File: src/rtl/fsk_modem.sv
// fsk_modem: single-clock binary FSK modulator/demodulator.
// The transmitter serialises a WIDTH-bit word MSB first as a square wave:
// period-4 for '1' and period-8 for '0'. The receiver counts rx_in
// transitions per bit window and compares the count against THRESH.
// TX and RX share the bit/frame counters, so both are frame-aligned by reset.
// Optional feature: define FSK_VALID_EN to add the dout_valid strobe output.
module fsk_modem #(
  parameter int WIDTH      = 9,
  parameter int BIT_CYCLES = 16,
  parameter int THRESH     = 5
) (
  input  logic             clk,
  input  logic             reset,
  input  logic [WIDTH-1:0] datain,
  output logic             fskdata,
  input  logic             rx_in,
  output logic [WIDTH-1:0] dataout
`ifdef FSK_VALID_EN
  ,
  output logic             dout_valid
`endif
);

  localparam int CW = $clog2(BIT_CYCLES);
  localparam int IW = $clog2(WIDTH);

  logic [CW-1:0]    bit_cnt, cnt_nxt;
  logic [IW-1:0]    bit_idx, idx_nxt, tx_sel;
  logic [WIDTH-1:0] tx_shift, tx_src;
  // Only WIDTH-1 bits are held here; the final bit goes straight into dataout.
  logic [WIDTH-2:0] rx_shift;
  logic [CW-1:0]    tcnt, tsum;
  logic             rx_prev, last_k, last_bit, frame_start;
  logic             tx_bit, fsk_nxt, decided;

  assign last_k      = (bit_cnt == CW'(BIT_CYCLES-1));
  assign last_bit    = (bit_idx == IW'(WIDTH-1));
  assign frame_start = (bit_idx == '0) && (bit_cnt == '0);

  // Next-state counters. fskdata is registered from these values, so the
  // output lines up with the counter value of the cycle it is shown in.
  always_comb begin
    cnt_nxt = bit_cnt + 1'b1;
    idx_nxt = bit_idx;
    if (last_k) begin
      cnt_nxt = '0;
      idx_nxt = last_bit ? '0 : bit_idx + 1'b1;
    end
  end

  // Bit source for the next cycle. On the load edge the new word is not in
  // tx_shift yet, so it is taken directly from datain.
  always_comb begin
    tx_src  = frame_start ? datain : tx_shift;
    tx_sel  = IW'(WIDTH-1) - idx_nxt;
    tx_bit  = tx_src[tx_sel];
    fsk_nxt = tx_bit ? ~cnt_nxt[1] : ~cnt_nxt[2];
  end

  // Transition count including this cycle. Window cycle 0 is the bit
  // boundary, and a change there belongs to the previous bit.
  always_comb begin
    tsum    = tcnt + CW'((bit_cnt != '0) && (rx_in != rx_prev));
    decided = (tsum >= CW'(THRESH));
  end

  // Counters and transmit path.
  always_ff @(posedge clk) begin
    if (!reset) begin
      bit_cnt  <= '0;
      bit_idx  <= '0;
      tx_shift <= '0;
      fskdata  <= 1'b0;
    end else begin
      bit_cnt <= cnt_nxt;
      bit_idx <= idx_nxt;
      fskdata <= fsk_nxt;
      if (frame_start) tx_shift <= datain;
    end
  end

  // Receive path: count transitions, decide at the end of each window, and
  // publish the word on the last window of the frame.
  always_ff @(posedge clk) begin
    if (!reset) begin
      rx_prev  <= 1'b0;
      tcnt     <= '0;
      rx_shift <= '0;
      dataout  <= '0;
    end else begin
      rx_prev <= rx_in;
      if (last_k) begin
        tcnt     <= '0;
        rx_shift <= {rx_shift[WIDTH-3:0], decided};
        if (last_bit) dataout <= {rx_shift, decided};
      end else begin
        tcnt <= tsum;
      end
    end
  end

`ifdef FSK_VALID_EN
  // One-cycle strobe that coincides with each dataout update.
  always_ff @(posedge clk) begin
    if (!reset) dout_valid <= 1'b0;
    else        dout_valid <= last_k && last_bit;
  end
`endif

endmodule

File: config.mk
export PLATFORM = sky130hd
export DESIGN_NAME = fsk_modem
export DESIGN_NICKNAME = d
export VERILOG_FILES = /design/src/rtl/fsk_modem.sv
export SDC_FILE = /design/constraint.sdc
export NUM_CORES = 1
export LEC_CHECK = 0
export CAP_MARGIN = 10
export CORE_AREA = 2 2 49 96
export CTS_BUF_LIST = sky130_fd_sc_hd__clkbuf_4 sky130_fd_sc_hd__clkbuf_8
export DETAILED_ROUTE_END_ITERATION = 8
export DIE_AREA = 0 0 51 98
export PLACE_DENSITY_LB_ADDON = 0.05
export SYNTH_ARGS = -nofsm -noshare
export SYNTH_HDL_FRONTEND = slang
export SYNTH_SLANG_ARGS = --single-unit
export TNS_END_PERCENT = 50
File: constraint.sdc
create_clock -name clk -period 4.3 [get_ports clk]
set_input_delay 0.86 -clock clk [delete_from_list [all_inputs] [get_ports clk]]
set_output_delay 0.86 -clock clk [all_outputs]
set_load 0.05 [all_outputs]
Yosys cells after proc, flatten, opt, wreduce, memory -nomap -nowiden
Index checks and enable logic that the tools add are counted.

Output and inout bits: 10. Register bits after elaboration: 40.

Eq/ne operators: 3. Reduce and logical (&&, ||, !) cells: 7. Multiplexer cells: 7. Bitwise gates (word level): 3. Magnitude comparators: 2. Add/subtract/negate cells: 4.

Operators by type and width (number): 9-bit two-way mux (1); 4-bit by 1-bit adder with 4-bit output, second input constant (2); 4-bit equality test, second input constant (2); 4-bit logical NOT (2); 4-bit two-way mux (2); 4-bit by 5-bit less-than comparator with 1-bit output, second input constant (1); 4-bit by 1-bit adder with 4-bit output (1); 1-bit binary-select mux with 4-bit select (1); 4-bit by 3-bit >= comparator with 1-bit output, second input constant (1); 4-bit nonzero test (1); 4-bit subtractor, first input constant (1); 3-bit two-way mux (1); 1-bit inverter (3); 1-bit logical AND (2); 1-bit two-way mux (2); 2-bit AND reduction (1); 2-bit OR reduction (1); 1-bit != test (1).

Depth between registers and ports, before layout
Gate-level depths: netlist (run 1).

Depth in word-level cells: 7. Depth in mapped cells: 11. Depth with buffers taken out: 11.

Least setup slack after synthesis (run 1)
Ideal clock, no wire load.

Kind: reg2reg. From: register (tool-made name). To: register fskdata. Slack: 1919 ps. Data arrival time: 2261 ps. Stages on the path, launching flop included: 12. Data required time: 4180 ps. Library setup time: 120 ps. Clock period less this slack: 2381 ps. Cells stage by stage: dfxtp_1 > inv_1 > ha_1 > and3b_1 > nor3_2 > a21oi_2 > ha_1 > xnor2_1 > mux4_1 > mux2i_1 > nor3_1 > a211o_1.

RTL lines: end signal, assigned (RTL line 77) `fskdata <= fsk_nxt;`; end, declared (RTL line 15) `output logic fskdata,`.

==> results of run 1 <==
[worst max-delay path by stage]
stage                             to  slack, ns  cells after the start
after detailed placement  dataout[0]       1.28                     10
after floorplan              fskdata       1.92                     11
after global placement    dataout[0]       1.39                     10
after CTS                    fskdata       1.54                      9
final                        fskdata       1.55                      9
after global routing         fskdata       1.28                      9
[cell usage in the layout, fill, tap and decap left out, types with 2 or more instances in the layout]
master / synthesis / routed
nor2_1: 6 / 6
ha_1: 7 / 7
dfxtp_1: 40 / 40
and2b_1: 2 / 2
o22ai_1: 2 / 2
a21boi_0: 7 / 7
mux4_1: 2 / 2
mux2i_1: 20 / 20
nor2b_1: 19 / 19
clkbuf_8: 0 / 5
o21ai_0: 5 / 5
and3_1: 3 / 3
a21oi_1: 4 / 4
nand3_1: 2 / 2
inv_1: 6 / 6
clkdlybuf4s50_1: 0 / 21
xnor2_1: 5 / 5
o211a_1: 2 / 2
nand3b_1: 2 / 2
nand2_1: 20 / 20
and2_1: 5 / 5
[power by group through the flow]
stage                     combinational (mW)  clock, mW  sequential (mW)
after detailed placement              0.0894          0            0.400
after global routing                  0.0983      0.261            0.393
final                                 0.0893      0.240            0.391
after global placement                0.0882          0            0.400
after floorplan                       0.0602          0            0.405
after CTS                             0.0901      0.248            0.392
[worst reg2reg max path: stages, from the launching register on]
cell and delay [ns]:
dfxtp_1 0.39, inv_1 0.09, ha_1 0.20, nor3b_1 0.20, nand3_1 0.47, mux2i_1 0.27, mux4_1 0.52, mux2i_1 0.19
nor3_1 0.07, a211o_1 0.25
[sequential cells by signal, indices dropped and copies added (netlist names), named ones only]
| register | flops |
|---|---|
| rx_shift | 8 |
| rx_prev | 1 |
| tx_shift | 9 |
| bit_idx | 3 |
| dataout | 9 |
| fskdata | 1 |
| tcnt | 4 |
| bit_cnt | 4 |
[routing by layer]
metal  track usage  vias up  share of wire
li1              -      664              -
met1         0.172      630           0.43
met2         0.270       20           0.52
met3        0.0367        7          0.027
met4        0.0748        0          0.020
met5             0        -              0
[through the flow]
stage	util	cell area [sq um]	hold WS, ns
2_1_floorplan	-	1830	0.430
3_3_place_gp	0.484	2080	0.449
3_5_place_dp	0.484	2080	0.451
4_1_cts	0.503	2160	0.469
5_1_grt	0.503	2160	0.491
6_report	0.503	2160	0.463
[final cells by class]
cell class | instances | area (sq um)
Timing Repair Buffer | 22 | 218
Sequential cell | 40 | 801
Inverter | 6 | 22.5
Clock buffer | 5 | 68.8
Tap cell | 54 | 67.6
Fill cell | 411 | 2140
Clock inverter | 2 | 12.5
Multi-Input combinational cell | 129 | 970
[cells by family (layout without fill, tap and decap cells)]
family          after synthesis  count (layout)  share of synthesized area
compound gates               26              26                      0.100
xor+xnor                      6               6                     0.0328
fa+ha+maj                     7               7                     0.0478
buf+inv                      14              35                     0.0335
flops                        40              40                      0.437
mux                          22              22                      0.138
simple gates                 68              68                      0.210
==> results.md, run 1 <==
- Status: finished clean
- Mean Syn Cell Area: 10.0 sq um
- Post-synth EDFFs: 0
- Setup TNS: 0 ns
- Core box area: 4300 sq um
- Register bit total from synthesis: 40
- Type of the most critical hold path: reg -> reg
- Hold endpoint: bit_cnt[0]
- Slowest-stage cell, CP: mux4_1
- Ys Warns: 0
- Final setup violation count: 0
- Drt wl/cell: 13.2 um
- Number of vias per cell: 5.12
- Clock latency on the worst-skew pair: 0.30 ns
- Mapped Area: 1830 sq um
- Tcrit/Tclk final: 0.641
- Vias in the first global route: 1371
- H-Tree Depth: 2
- # DRC: 0
- Die area: 5000 sq um
- Max_cap viols: 0
- Final Worst Setup Slack: 1.55 ns
- Most common cell in the netlist: dfxtp_1
- Final-report hold violation count: 0
- Clk slew on worst S/H paths: 0.08 ns
- Initial antenna violation count: 0
- Hold path cells: 1
- Rows: 34
- Min-delay src: bit_cnt[0]
- IO buf count: 21
- Net Count, Synth: 202
- ANT cells: 0
- Number of buffers inserted during clock tree synthesis: 5
- Sw power: 0.180 mW
- Pre-CTS setup slack: 1.28 ns
- Sw frac: 0.250
- Area leader, netlist: dfxtp_1
- Total track usage: 0.156
- Routed Antenna Nets: 0
- Die Y-Extent: 98 um
- CP Max Fanout: 9
- Chip width: 51 um
- Yosys cell types: 38
- GRT Residual Overflow: 0
- FMAX: 363 MHz
- Max Root-Sink Buffers: 2
- Cell Int Power: 0.541 mW
- GPL Wtd Cong: 0.746
- Sequential power share: 0.543
- Layout area overhead: 17.9%
- Hold buffer count at cts: 0
- Maximum VDD drop: 0.000259 V
- Routed via count: 1321
- Final Total Pwr: 0.721 mW
- WP data arrival: 2.93 ns
- Slowest cell delay on critical path: 0.52 ns
- Main synth FF type: dfxtp_1
- Number of primary I/O pins: 22
- Layout cells sized above 1: 0.0637
- Slew Viols, Final: 0
- Final-stage net count: 223
- Final Non-Filler Cells: 258
- Worst R2R Setup Slack: 1.55 ns
- Dominant cells by area after synthesis: dfxtp_1 (44%), mux2i_1 (11%), nor2b_1 (6.5%), ha_1 (4.8%), nand2_1 (4.1%)
- Reg2reg end: fskdata
- CP Launch Type: register
- Total wire length: 3.39 mm
- Clock share of power: 0.333
- Register area share after synthesis: 0.437
- Cell mode on critical path: mux2i_1
- CP delay by family, top: multiplexers
- WP data required: 4.48 ns
- Max Clock Skew: 0.0116 ns
- Comb pwr share: 0.124
- Initial DRC Count: 20
- Post-CTS Resized: 0
- Leak: 0.838 nW
- Final Critical Period: 2.75 ns
- Post-CTS Setup Bufs: 0
- Slew headroom: 0.547
- Clock sinks: 40
- R2R depth: 9
- List of most frequent post-synthesis cells: dfxtp_1 (40), mux2i_1 (20), nand2_1 (20), nor2b_1 (19)
- Hpwl dp: 2.47 mm
- Placed cell count: 251
- Endpoint type of the worst setup path: register
- Starting density of the core: 0.426
- Cells after Synth: 183
- Asr flop ratio synth: 0
- PwrDens: 334 nW/um^2
- Critical path type: reg -> reg
- Detailed Routing Iterations Pass 1: 3
- WP buf/inv: 1
- First-pass GRT wire length: 6.01 mm
- Pin count of the biggest net entering global routing: 25
- Cells along the critical path: inv_1 > ha_1 > nor3b_1 > nand3_1 > mux2i_1 > mux4_1 > mux2i_1 > nor3_1 > a211o_1
- CTS tree: done
- Share of the synthesized area in the top cell type: 0.437
- RSZ-0062 raised after global routing: no
- Actual slew at the worst max-slew pin: 0.677 ns
- Clock root cell: clkbuf_8
Power figures use the tool's default switching activity.
==> run 2: changes to the inputs <==
clock period = 2.77 ns   (was 4.3 ns; I/O delays follow)
==> results.md, run 2 (same netlist as run 1, synthesis figures left out) <==
- FILL cells: 404 (-1.7%)
- Number of primary I/O pins: 22 (unchanged)
- M1 GR Usage: 0.184 (+0.0119)
- Setup TNS: 0 ns (unchanged)
- Detailed Routing Iterations Pass 1: 6 (+3)
- Routed via count: 1341 (+1.5%)
- GRT Residual Overflow: 0 (unchanged)
- Total wire length: 3.61 mm (+6.3%)
- Final setup violation count: 0 (unchanged)
- Number of buffers inserted during clock tree synthesis: 5 (unchanged)
- FMAX: 394 MHz (+8.6%)
- # DRC: 0 (unchanged)
- Final-stage net count: 230 (+3.1%)
- Hpwl dp: 2.69 mm (+9.0%)
- Slew Viols, Final: 0 (unchanged)
- WP data arrival: 2.72 ns (-0.21 ns)
- Layout cells sized above 1: 0.104 (+0.0400)
- Top flop regs: dataout (9), tx_shift (9), rx_shift (8)
- WP buf/inv: 1 (unchanged)
- Actual slew at the worst max-slew pin: 0.565 ns (-0.111 ns)
- Final Critical Period: 2.54 ns (-0.218 ns)
- Multi-input combinational cell area: 977 sq um (+0.77%)
- Most frequent cells in the layout: dfxtp_1 (40), clkdlybuf4s50_1 (21), mux2i_1 (20), nand2_1 (20), nor2b_1 (19)
- Slew headroom: 0.623 (+0.0756)
- Hold path cells: 1 (unchanged)
- PwrDens: 549 nW/um^2 (+65%)
- Number of vias per cell: 5.04 (-1.5%)
- RSZ-0062 raised after global routing: no
- Cell mode on critical path: ha_1
- Starting density of the core: 0.426 (unchanged)
- Cells along the critical path: inv_1 > ha_1 > and3b_1 > nor3_2 > a21oi_2 > ha_1 > xnor2_2 > mux4_1 > mux2i_1 > nor3_1 > a211o_1
- Hold WS: 0.466 ns (+0.00345 ns)
- Crit path from: bit_idx[1]
- DP Area: 2130 sq um (+2.5%)
- GPL Wtd Cong: 0.803 (+7.5%)
- Rows: 34 (unchanged)
- ANT cells: 0 (unchanged)
- Slowest cell delay on critical path: 0.42 ns (-0.10 ns)
- Maximum VDD drop: 0.000481 V (+86%)
- Core box area: 4300 sq um (unchanged)
- FF-to-FF Start: bit_idx[1]
- Clock root cell: clkbuf_8
- CP delay by family, top: multiplexers
- Reg2reg end: fskdata
- R2R depth: 11 (+2)
- H-Tree Depth: 2 (unchanged)
- CP Launch Type: register
- Max_cap viols: 0 (unchanged)
- WP depth: 11 (+2)
- GR Layer Usage met3: 0.0367 (unchanged)
- Worst R2R Setup Slack: 0.23 ns (-1.31 ns)
- Layout area overhead: 23.0%
- Clk slew on worst S/H paths: 0.08 ns (about the same)
- First-pass GRT wire length: 6.37 mm (+6.0%)
- Drt wl/cell: 13.6 um (+3.1%)
- Post-CTS Setup Bufs: 0 (unchanged)
- Endpoint type of the worst setup path: register
- CP Max Fanout: 5 (-4)
- Type of the most critical hold path: reg -> reg
- IO buf count: 21 (unchanged)
- Pin count of the biggest net entering global routing: 21 (-16%)
- Routed Antenna Nets: 0 (unchanged)
- Final core occ: 0.524 (+0.0218)
- CTS tree: done
- Design area: 2250 sq um (+4.3%)
- Die Y-Extent: 98 um (unchanged)
- Crit path capture: fskdata
- Post-CTS Resized: 0 (unchanged)
- Status: finished clean
- Met2 Track Usage GR: 0.284 (+0.0140)
- Total track usage: 0.166 (+0.0102)
- WP data required: 2.95 ns (-1.53 ns)
- Clock sinks: 40 (unchanged)
- Initial antenna violation count: 0 (unchanged)
- Slowest-stage cell, CP: dfxtp_1
- Leak: 0.891 nW (+6.4%)
- Chip width: 51 um (unchanged)
- Vias in the first global route: 1426 (+4.0%)
- Max Root-Sink Buffers: 2 (unchanged)
- Max Clock Skew: 0.00759 ns (-0.00402 ns)
- Die area: 5000 sq um (unchanged)
- FF/Latch Area: 801 sq um (unchanged)
- Tcrit/Tclk final: 0.916 (+0.275)
- Critical path type: reg -> reg
- Initial DRC Count: 13 (-35%)
- Gr busiest metal: met2
- Final-report hold violation count: 0 (unchanged)
- Commonest non-fill, non-tap cell in the layout: dfxtp_1
- Clock latency on the worst-skew pair: 0.29 ns (about the same)
- Hold buffer count at cts: 0 (unchanged)
[run 2: changes by cell type in the layout (fill, tap and decap cells not counted)]
cell / before / now
buf_4: 1 / 8
bufinv_16: 0 / 1
xnor2_2: 1 / 2
xnor2_1: 5 / 4
inv_6: 0 / 1
clkinv_2: 1 / 0
[run 2: area by class of cell]
class / instances / area share
inverters: 6 / 0.00999
repair buffers: 29 / 0.120
well taps: 54 / 0.0300
clock buffers: 5 / 0.0305
multi-input cells: 129 / 0.434
clock inverters: 3 / 0.0205
flip-flops and latches: 40 / 0.355
[run 2: per-layer routing]
metal | up-vias | wire (um)
met2 | 22 | 1950
met1 | 629 | 1480
met3 | 8 | 86
met5 | - | 0
li1 | 682 | -
met4 | 0 | 89
[run 2: how the worst min path moves through the flow]
| stage | to | slack (ns) | from |
|---|---|---|---|
| after floorplan | bit_cnt[0] | 0.43 | bit_cnt[0] |
| after global placement | bit_cnt[0] | 0.45 | bit_cnt[0] |
| after detailed placement | bit_cnt[0] | 0.46 | bit_cnt[0] |
| after CTS | bit_cnt[0] | 0.47 | bit_cnt[0] |
| after global routing | rx_shift[7] | 0.49 | rx_shift[7] |
| final | bit_cnt[0] | 0.47 | bit_cnt[0] |
[run 2: power breakdown]
group	total, mW	internal (mW)	switching [mW]
clock	0.487	0.271	0.216
sequential	0.607	0.597	0.00997
combinational	0.143	0.0751	0.0680
total	1.24	0.944	0.294
[run 2: worst register-to-register path, delay by kind of cell, from the launching register on]
kind            cells  cell delay (ns)
mux                 2             0.53
simple gates        3             0.45
flops               1             0.42
fa+ha+maj           2             0.42
compound gates      2             0.30
xor+xnor            1             0.23
buf+inv             1             0.08
[run 2: stage by stage]
step           worst slack [ns]  instances  power, mW
6_report                  0.233        266       1.24
5_1_grt                 0.00675        266       1.29
4_1_cts                   0.121        266       1.25
3_5_place_dp              0.143        258      0.766
3_3_place_gp              0.189        258      0.763
2_1_floorplan             0.389        183      0.722
==> run 3: changes to the inputs <==
clock period = 2.9 ns   (was 2.77 ns; I/O delays follow)
==> results.md, run 3 (same netlist as run 1, synthesis figures left out) <==
- Status: finished clean
- Final setup violation count: 0 (unchanged)
- GPL Wtd Cong: 0.808 (+0.69%)
- Final-report hold violation count: 0 (unchanged)
- Number of buffers inserted during clock tree synthesis: 5 (unchanged)
- Most frequent cells in the layout: dfxtp_1 (40), clkdlybuf4s50_1 (21), mux2i_1 (20), nand2_1 (20), nor2b_1 (19)
- Tcrit/Tclk final: 0.920 (+0.00404)
- RSZ-0062 raised after global routing: no
- Layout area overhead: 20.4%
- Max_cap viols: 0 (unchanged)
- Clock share of power: 0.328 (-0.066)
- Initial antenna violation count: 0 (unchanged)
- Hold path cells: 1 (unchanged)
- Clock sinks: 40 (unchanged)
- Die Y-Extent: 98 um (unchanged)
- Sw power: 0.264 mW (-10%)
- Setup TNS: 0 ns (unchanged)
- Cell mode on critical path: mux2i_1
- Detailed Routing Iterations Pass 1: 4 (-2)
- FMAX: 375 MHz (-4.9%)
- WP data arrival: 2.85 ns (+0.13 ns)
- Top flop regs: dataout (9), tx_shift (9), rx_shift (8)
- GRT Residual Overflow: 0 (unchanged)
- Slowest-stage cell, CP: mux4_1
- Comb pwr share: 0.127 (+0.011)
- Total wire length: 3.76 mm (+4.2%)
- R2R depth: 9 (-2)
- Leak: 0.866 nW (-2.8%)
- First-pass GRT wire length: 6.52 mm (+2.4%)
- Cell Int Power: 0.804 mW (-15%)
- Actual slew at the worst max-slew pin: 0.593 ns (+0.0276 ns)
- IO buf count: 21 (unchanged)
- # DRC: 0 (unchanged)
- Sw frac: 0.247 (+0.00999)
- Initial DRC Count: 18 (+5)
- Maximum VDD drop: 0.000371 V (-23%)
- CP Max Fanout: 9 (+4)
- Placed cell count: 256 (-0.78%)
- Slowest cell delay on critical path: 0.57 ns (+0.15 ns)
- Routed via count: 1316 (-1.9%)
- Final Non-Filler Cells: 263 (-1.1%)
- Starting density of the core: 0.426 (unchanged)
- Slew Viols, Final: 0 (unchanged)
- Max Clock Skew: 0.00903 ns (+0.00144 ns)
- Slew headroom: 0.603 (-0.0196)
- Reg2reg end: fskdata
- Core box area: 4300 sq um (unchanged)
- Clock latency on the worst-skew pair: 0.29 ns (about the same)
- CTS tree: done
- Max Root-Sink Buffers: 2 (unchanged)
- Chip width: 51 um (unchanged)
- Number of vias per cell: 5.00 (-0.74%)
- Hold buffer count at cts: 0 (unchanged)
- Drt wl/cell: 14.3 um (+5.3%)
- WP data required: 3.08 ns (+0.13 ns)
- FF-to-FF Start: bit_idx[1]
- Pin count of the biggest net entering global routing: 21 (unchanged)
- Number of primary I/O pins: 22 (unchanged)
- Layout cells sized above 1: 0.0909 (-0.0129)
- Routed Antenna Nets: 0 (unchanged)
- Endpoint type of the worst setup path: register
- Clock root cell: clkbuf_8
- Final core occ: 0.513 (-0.0114)
- ANT cells: 0 (unchanged)
- Total track usage: 0.173 (+0.00691)
- Critical path type: reg -> reg
- Vias in the first global route: 1425 (-0.070%)
- Worst R2R Setup Slack: 0.23 ns (about the same)
- Final Critical Period: 2.67 ns (+0.131 ns)
- Die area: 5000 sq um (unchanged)
- Cells along the critical path: inv_1 > ha_1 > nor3b_1 > nand3_1 > mux2i_1 > mux4_1 > mux2i_1 > nor3_1 > a211o_1
- Type of the most critical hold path: reg -> reg
- Hpwl dp: 2.79 mm (+3.5%)
- Rows: 34 (unchanged)
- CP Launch Type: register
- Final-stage net count: 228 (-0.87%)
- Min-delay src: bit_cnt[0]
- Hold endpoint: bit_cnt[0]
- Commonest non-fill, non-tap cell in the layout: dfxtp_1
- H-Tree Depth: 2 (unchanged)
- Clk slew on worst S/H paths: 0.08 ns (about the same)
- Sequential power share: 0.544 (+0.053)
- PwrDens: 485 nW/um^2 (-12%)
## run 3: changes by cell type in the layout (fill, tap and decap cells not counted), sizes merged
cell    change
buf         -2
bufinv      -1
clkinv      +1
inv         -1
## run 3: how the worst max path moves through the flow
stage	startpoint	end	slack, ns	depth (start not counted)
2_1_floorplan	register	fskdata	0.52	11
3_3_place_gp	rx_in	dataout[0]	0.19	10
3_5_place_dp	rx_in	dataout[0]	0.17	10
4_1_cts	bit_cnt[0]	fskdata	0.18	10
5_1_grt	bit_idx[1]	fskdata	0.001	9
6_report	bit_idx[1]	fskdata	0.23	9
## run 3: metrics by stage
step / hold WS (ns) / area [sq um] / setup WS, ns / total power, mW
final: 0.476 / 2200 / 0.233 / 1.07
after global routing: 0.514 / 2200 / 0.00139 / 1.12
after CTS: 0.480 / 2200 / 0.183 / 1.09
after floorplan: 0.430 / 1830 / 0.519 / 0.690
after global placement: 0.446 / 2120 / 0.186 / 0.725
after detailed placement: 0.465 / 2120 / 0.169 / 0.732
## run 3: critical path, delay by kind of cell, from the launching register on
kind                       cells  cell delay, ns
and+or+nand+nor                3            0.70
buffers and inverters          1            0.07
AOI/OAI and AO/OA              1            0.22
muxes                          3            1.02
adders and majority gates      1            0.18
DFF                            1            0.36
## run 3: per-layer routing
| metal | share of wire | global-route usage | wire [um] | vias up |
|---|---|---|---|---|
| met4 | 0.014 | 0.0728 | 52 | 0 |
| met2 | 0.55 | 0.313 | 2070 | 20 |
| met3 | 0.025 | 0.0367 | 94 | 4 |
| met5 | 0 | 0 | 0 | - |
| li1 | - | - | - | 674 |
| met1 | 0.41 | 0.185 | 1540 | 618 |
## run 3: power by group through the flow
stage / clock [mW] / sequential [mW] / combinational, mW
3_5_place_dp: 0 / 0.595 / 0.137
2_1_floorplan: 0 / 0.600 / 0.0892
4_1_cts: 0.367 / 0.582 / 0.138
5_1_grt: 0.387 / 0.584 / 0.153
6_report: 0.351 / 0.582 / 0.136
3_3_place_gp: 0 / 0.594 / 0.132
## run 3: timing repair
action,CTS,global route
resized for setup,0,1
buffers inserted,0,0
endpoints found under the setup margin,0,1
## run 3: cell type report
type / count / area (sq um)
Timing Repair Buffer: 27 / 255
Inverter: 6 / 22.5
Fill cell: 413 / 2090
Tap cell: 54 / 67.6
Sequential cell: 40 / 801
Clock inverter: 2 / 12.5
Multi-Input combinational cell: 129 / 977
Clock buffer: 5 / 68.8
